**src/rtl/exibe_pkg.sv**
```systemverilog
// Shared definitions for the sequence display engine of the memory game.
// Contents:
//   ADDR_W_DEF / DATA_W_DEF : address and word widths shared with the game datapath
//   T_ON_DEF / T_OFF_DEF    : default lit and dark intervals, in clock cycles
//   estado_t                : FSM state encoding, also exported on db_estado
//   largura_timer()         : timer width that holds max(t_on, t_off) - 1
package exibe_pkg;

  localparam int unsigned ADDR_W_DEF = 4;
  localparam int unsigned DATA_W_DEF = 4;
  localparam int unsigned T_ON_DEF   = 10;
  localparam int unsigned T_OFF_DEF  = 10;

  typedef enum logic [3:0] {
    StIdle    = 4'd0,
    StCarrega = 4'd1,
    StCaptura = 4'd2,
    StAcende  = 4'd3,
    StApaga   = 4'd4,
    StFim     = 4'd5
  } estado_t;

  // Smallest width able to hold the largest terminal count (never below 1 bit).
  function automatic int unsigned largura_timer(int unsigned t_on, int unsigned t_off);
    int unsigned maior;
    maior = ((t_on > t_off) ? t_on : t_off) - 1;
    return (maior == 0) ? 1 : $clog2(maior + 1);
  endfunction

endpackage

```
**src/rtl/exibe_sequencia_contador_tempo.sv**
```systemverilog
// contador_tempo: modulo-N up counter with clear, enable and terminal-count flag.
// The terminal value (N-1) is an input so one instance can serve several intervals.
// Ports:
//   clock  in   rising-edge clock
//   reset  in   synchronous active-high reset, forces count to 0
//   limpa  in   synchronous clear, forces count to 0
//   conta  in   count enable
//   ultimo in   terminal value N-1; count wraps to 0 after it
//   fim    out  high while count equals ultimo
module contador_tempo #(
  parameter int unsigned W = 4
) (
  input  logic         clock,
  input  logic         reset,
  input  logic         limpa,
  input  logic         conta,
  input  logic [W-1:0] ultimo,
  output logic         fim
);

  logic [W-1:0] valor_q;

  always_comb begin
    fim = (valor_q == ultimo);
  end

  always_ff @(posedge clock) begin
    if (reset || limpa) begin
      valor_q <= '0;
    end else if (conta) begin
      valor_q <= fim ? '0 : valor_q + 1'b1;
    end
  end

endmodule

```
**src/rtl/exibe_sequencia.sv**
```systemverilog
// exibe_sequencia: shows the stored game sequence on the LEDs.
// On iniciar (sampled in IDLE) it walks the sequence ROM from address 0 up to the
// latched limite; each word is lit for T_ON cycles then dark for T_OFF cycles.
// pronto pulses for one cycle after the last dark interval.
// Ports:
//   clock, reset   clock and synchronous active-high reset
//   iniciar        start request, ignored outside IDLE
//   limite         index of last word to show, latched on start
//   mem_endereco   registered ROM address
//   mem_dado       registered ROM data, valid one cycle after the address
//   leds           displayed word, 0 when dark
//   ocupado        high in every state except IDLE
//   pronto         one-cycle end-of-sequence pulse
//   db_endereco    copy of mem_endereco
//   db_estado      state code
module exibe_sequencia
  import exibe_pkg::*;
#(
  parameter int unsigned ADDR_W = ADDR_W_DEF,
  parameter int unsigned DATA_W = DATA_W_DEF,
  parameter int unsigned T_ON   = T_ON_DEF,
  parameter int unsigned T_OFF  = T_OFF_DEF
) (
  input  logic              clock,
  input  logic              reset,
  input  logic              iniciar,
  input  logic [ADDR_W-1:0] limite,
  output logic [ADDR_W-1:0] mem_endereco,
  input  logic [DATA_W-1:0] mem_dado,
  output logic [DATA_W-1:0] leds,
  output logic              ocupado,
  output logic              pronto,
  output logic [ADDR_W-1:0] db_endereco,
  output logic [3:0]        db_estado
);

  localparam int unsigned TW = largura_timer(T_ON, T_OFF);

  estado_t           estado_q;
  logic [ADDR_W-1:0] endereco_q;
  logic [ADDR_W-1:0] limite_q;
  logic [DATA_W-1:0] leds_q;
  logic              ocupado_q;
  logic              pronto_q;

  logic              tempo_limpa;
  logic              tempo_conta;
  logic [TW-1:0]     tempo_ultimo;
  logic              tempo_fim;

  // Timer is cleared in CAPTURA and wraps by itself at the end of ACENDE,
  // so it always enters APAGA at 0.
  always_comb begin
    tempo_limpa  = (estado_q == StCaptura);
    tempo_conta  = (estado_q == StAcende) || (estado_q == StApaga);
    tempo_ultimo = (estado_q == StAcende) ? TW'(T_ON - 1) : TW'(T_OFF - 1);
  end

  contador_tempo #(
    .W (TW)
  ) u_contador_tempo (
    .clock  (clock),
    .reset  (reset),
    .limpa  (tempo_limpa),
    .conta  (tempo_conta),
    .ultimo (tempo_ultimo),
    .fim    (tempo_fim)
  );

  always_ff @(posedge clock) begin
    if (reset) begin
      estado_q   <= StIdle;
      endereco_q <= '0;
      limite_q   <= '0;
      leds_q     <= '0;
      ocupado_q  <= 1'b0;
      pronto_q   <= 1'b0;
    end else begin
      pronto_q <= 1'b0;
      case (estado_q)
        StIdle: begin
          if (iniciar) begin
            limite_q   <= limite;
            endereco_q <= '0;
            ocupado_q  <= 1'b1;
            estado_q   <= StCarrega;
          end
        end
        StCarrega: begin
          estado_q <= StCaptura;
        end
        StCaptura: begin
          leds_q   <= mem_dado;
          estado_q <= StAcende;
        end
        StAcende: begin
          if (tempo_fim) begin
            leds_q   <= '0;
            estado_q <= StApaga;
          end
        end
        StApaga: begin
          if (tempo_fim) begin
            // Compare before incrementing so the top address never wraps.
            if (endereco_q == limite_q) begin
              pronto_q <= 1'b1;
              estado_q <= StFim;
            end else begin
              endereco_q <= endereco_q + 1'b1;
              estado_q   <= StCarrega;
            end
          end
        end
        StFim: begin
          ocupado_q <= 1'b0;
          estado_q  <= StIdle;
        end
        default: begin
          leds_q    <= '0;
          ocupado_q <= 1'b0;
          estado_q  <= StIdle;
        end
      endcase
    end
  end

  always_comb begin
    mem_endereco = endereco_q;
    db_endereco  = endereco_q;
    leds         = leds_q;
    ocupado      = ocupado_q;
    pronto       = pronto_q;
    db_estado    = estado_q;
  end

endmodule

```
**config.mk**
```make
export PLATFORM = sky130hd
export DESIGN_NAME = exibe_sequencia
export DESIGN_NICKNAME = d
export VERILOG_FILES = /design/src/rtl/exibe_pkg.sv /design/src/rtl/exibe_sequencia_contador_tempo.sv /design/src/rtl/exibe_sequencia.sv
export SDC_FILE = /design/constraint.sdc
export NUM_CORES = 1
export LEC_CHECK = 0
export CAP_MARGIN = 30
export CORE_UTILIZATION = 50
export DETAILED_ROUTE_END_ITERATION = 12
export HOLD_SLACK_MARGIN = 0.08
export MAX_ROUTING_LAYER = met4
export PLACE_DENSITY = 0.92
export SLEW_MARGIN = 30
export SYNTH_ARGS = -nofsm -noshare
export SYNTH_HDL_FRONTEND = slang
export SYNTH_SLANG_ARGS = --single-unit
```
**constraint.sdc**
```tcl
create_clock -name clock -period 5.5 [get_ports clock]
set_clock_uncertainty 0.2 [all_clocks]
set_input_delay 1.375 -clock clock [delete_from_list [all_inputs] [get_ports clock]]
set_output_delay 1.375 -clock clock [all_outputs]
set_load 0.01 [all_outputs]
```
# Word level (Yosys, flattened, before mapping)
# Index checks and enable logic that the tools add are counted.
[word_totals] regBits=22 wordCells=51 output_inout_bits=18 input_bits=11
[op_classes] n_mux=15 add_sub_neg=2 n_eq_ne=11 reduce_logical=12 bitwise_logic=4
[ops] operator="$mux 4" count=8
[ops] operator="$pmux 4 s5" count=1
[ops] operator="$pmux 4 s3" count=1
[ops] operator="$add 4x1->4 const B" count=2
[ops] operator="$eq 4x2->1 const B" count=2
[ops] operator="$eq 4x3->1 const B" count=2
[ops] operator="$pmux 4 s2" count=1
[ops] operator="$reduce_or 4->1" count=2
[ops] operator="$reduce_and 2->1" count=3
[ops] operator="$eq 4x1->1 const B" count=1
[ops] operator="$eq 4x4->1" count=1
[ops] operator="$eq 4x4->1 const B" count=1
[ops] operator="$logic_not 4->1" count=1
[ops] operator="$ne 2x1->1 const B" count=2
[ops] operator="$ne 2x2->1 const B" count=2
[ops] operator="$not 1->1" count=4
[ops] operator="$reduce_and 4->1" count=1
[ops] operator="$mux 3" count=1
[ops] operator="$reduce_and 3->1" count=1
[ops] operator="$reduce_or 3->1" count=1
[ops] operator="$logic_or 1x1->1" count=2
[ops] operator="$mux 1" count=2
[ops] operator="$pmux 1 s2" count=1
[ops] operator="$reduce_bool 2->1" count=1

# Depth between registers and ports, before layout
[logic_depth] depth_word=4 ltp_mapped=6 mapped_depth_nobuf=5

# By module
# From an unflattened synthesis, not the netlist that was laid out.
[unflattened] cells_unflattened=125 area_unflattened_um2=1108.6
[by_module_without_submodules] mod="exibe_sequencia" instances=1 area_each_um2=832.0 cells_each=97 seq_area_each_um2=340.3
[by_module_without_submodules] mod="contador_tempo" instances=1 area_each_um2=276.5 cells_each=28 seq_area_each_um2=80.1

# Worst setup path before layout
# OpenSTA, ideal clock, no wires.
[synth_path] path_type="input to register" startpoint="in iniciar" endpoint="reg endereco_q[3] (netlist: db_endereco[3])" arrival_ps=2490 path_buffers=0 setup_ps=71 cell_stages=4 t_required_ps=5229 slack_ps=2739 cell_sequence="nor4b_4 > o22ai_2 > or4_1 > a21oi_1"
[synth_between] elab_chain_len=2
[synth_rtl] element="start: declaration" line="exibe_sequencia.sv:26" source="input logic iniciar,"
[synth_rtl] element="$ne 2x2->1 (no source line)"
[synth_rtl] element="$reduce_and 4->1 (no source line)"
[synth_rtl] element="end signal: assignment" line="exibe_sequencia.sv:109" source="endereco_q <= endereco_q + 1'b1;"
[synth_rtl] element="end: declaration" line="exibe_sequencia.sv:40" source="logic [ADDR_W-1:0] endereco_q;"
# No other way between the ends.
# A chain may end at the register's enable or synchronous reset.

# Worst setup path after layout
# Same ends and word-level chain as after synthesis.

==> results.ini <==
[layout]
fillCellCount = 148
area_delta_synth_final_pct = 24.53
fin_nets = 157
postLayoutCellArea_um2 = 1321
layout-drive-gt1-share_pct = 4.861
n_antenna_cell = 0

[die]
fp.dieArea_um2 = 2310
ioPinCount = 29
start_util_pct = 53.54
coreArea_um2 = 1982
fp.dieW_um = 48.07
die_h_um = 48.07
rows = 16

[power]
swShare_pct = 34.62
intPower_uw = 265.6
leakage_nw = 0.4480
p_seq_share_pct = 49.8
clock_power_share_pct = 18.2
p_per_area_nw_per_um2 = 307.5
peakVddDrop_v = 0.0001859
comb_power_share_pct = 32.1
p_sw_uw = 140.7

[sta]
finalHoldViolations = 0
fin_setup_tns_ns = 0
fmax_mhz = 312.4
drv_slew = 0
fin_crit_ns = 3.201
post-route-period-util_pct = 58.20
rsz0062_at_grt = no
slew-limit-headroom_pct = 43.71
setup_viol = 0
fin_ws_ns = 2.299
tightestPinTransition_ns = 0.8425

[global_routing]
grt_usage_pct = 25.76
grtUsageMet3_pct = 3.774
grt_pass1_vias = 882
gr-total-overflow = 0
use_met2_pct = 41.62
grtUsageMet1_pct = 31.66
antenna_found_initial = 0
grt_max_degree = 23
grt_pass1_wl_um = 4015
gr-max-usage-layer = met2

[cts]
ctsResizeCount = 0
cts.clk_slew.worst_paths_ns = 0.12
cts.sinks = 21
cts-buffers-inserted = 3
cts-root-buf = clkbuf_4
postCtsHoldBufs = 0
cts_buffer_depth = 2
htree_levels = 1
clk_latency_ns = 0.30
cts_setup_buffers = 0
cts_tree = built

[worst_setup_path]
cp.required_ns = 5.53
rr_startpoint = db_estado[2]
worstPathArrival_ns = 3.23
critPathLaunchType = input port
setup.worst_path.end_class = flip-flop
worstPathMaxFanout = 7
critical_path_class = in2reg
rr_worst_depth = 5
r2r_slack_ns = 3.02
r2r-end = db_endereco[3]

[yosys]
yosysTopAreaCellShare_pct = 39.62
async_reset_ff_share_pct = 0
yosys-top-cells-count = 21 x dfxtp_1, 21 x nor2_1, 9 x a21oi_1
synth-edff-count = 0
seq_area_frac_synth_pct = 39.62
yosys_warnings = 0
syn_area_per_cell_um2 = 8.488
synth_nets = 137
ys_ff_latch = 21
ys.flop_type = dfxtp_1
syn-instance-count = 125
yosysTopAreaCell = dfxtp_1
synth_cell_types = 33
yosys-top-cells-area = dfxtp_1 40%, nor2_1 7.4%, xnor2_1 5.0%
syn_area_um2 = 1061

[flow_run]
drv_cap = 0

[worst_hold_path]
whs_endpoint = leds[0]
hold_path_class = reg2reg
hold_start = leds[0]
hold_path_depth = 2

[detailed_routing]
viasPerCell = 5.544
drcViolationCount = 0
routed_wl_um = 2359
postRouteAntennaNets = 0
vias = 948
wl_per_cell_um = 13.80
firstDrtPassIters = 4
dr.first_iter.drc_count = 29

[placement]
dpl_cell_area_um2 = 1294
io_buffers = 27
dp_slack_ns = 2.008
dpl.hpwl_um = 1737
gp_congestion = 0.8032

[outcome]
run_status = finished, final reports clean

how the worst max path moves through the flow:
stage / startpoint / end / slack (ns) / cells after the start
2_1_floorplan: iniciar / db_endereco[3] / 2.74 / 4
3_3_place_gp: iniciar / db_endereco[3] / 2.08 / 5
3_5_place_dp: iniciar / db_endereco[3] / 2.01 / 5
4_1_cts: db_estado[2] / db_estado[2] / 2.32 / 1
5_1_grt: iniciar / db_endereco[3] / 2.19 / 5
6_report: iniciar / db_endereco[3] / 2.30 / 5
worst max-delay path, cell delays in order:
cell and delay (ns):
clkdlybuf4s50_1 0.56, nor4b_4 0.44, o22ai_2 0.19, or4_1 0.50
a21oi_1 0.15
routing by layer:
metal | vias up | wire [um]
met4 | 0 | 45
met5 | - | 0
met2 | 36 | 1218
met3 | 11 | 95
li1 | 468 | -
met1 | 433 | 999
placed cells by master, fill, tap and decap left out, types with 4 or more instances in the layout:
| cell | count |
|---|---|
| clkdlybuf4s50_1 | 27 |
| a21oi_1 | 9 |
| inv_1 | 4 |
| mux2i_1 | 5 |
| a22oi_1 | 4 |
| nor3_1 | 4 |
| nand2_1 | 6 |
| nor2_1 | 21 |
| xnor2_1 | 6 |
| dfxtp_1 | 21 |
flip-flops by register name, indices dropped and copies added (netlist names):
name,flops
db_estado,3
u_contador_tempo.valor_q,4
leds,4
limite_q,4
pronto,1
ocupado,1
db_endereco,4
final cells by class:
class,instances,area [um2],area share (%)
clock buffers,3,22.52,1.705
clock inverters,1,5.005,0.3788
inverters,4,15.01,1.136
multi-input cells,88,554.3,41.95
flip-flops and latches,21,420.4,31.82
well taps,27,33.78,2.557
repair buffers,27,270.3,20.45
through the flow:
step                power, mW  util (%)  hold WS, ns  std cells
CTS                    0.4082     66.67       0.3209        171
detailed placement     0.3351     65.28       0.2896        167
global route           0.4320     66.67       0.3634        171
finish                 0.4062     66.67       0.3170        171
global placement       0.3274     65.28       0.2849        167
floorplan              0.2920         -       0.2817        125
power groups by stage:
stage | Sequential, mW | Combinational (mW) | Clock [mW]
floorplan | 0.194 | 0.0984 | 0
global placement | 0.202 | 0.125 | 0
detailed placement | 0.205 | 0.130 | 0
CTS | 0.201 | 0.131 | 0.0761
global route | 0.206 | 0.145 | 0.0803
finish | 0.202 | 0.130 | 0.0737
kinds of logic (layout without fill, tap and decap cells):
group                      after synthesis  count (layout)  share of synthesized area, %
and+or+nand+nor                         50              50                         25.71
AOI/OAI and AO/OA                       25              25                         15.33
DFF                                     21              21                         39.62
buffers and inverters                   16              35                         8.137
xor gates and xnor gates                 6               6                         4.953
muxes                                    5               5                         4.717
adders and majority gates                1               1                         1.179
other                                    1               1                        0.3534
Note: power is estimated with default switching activity, not from simulation.
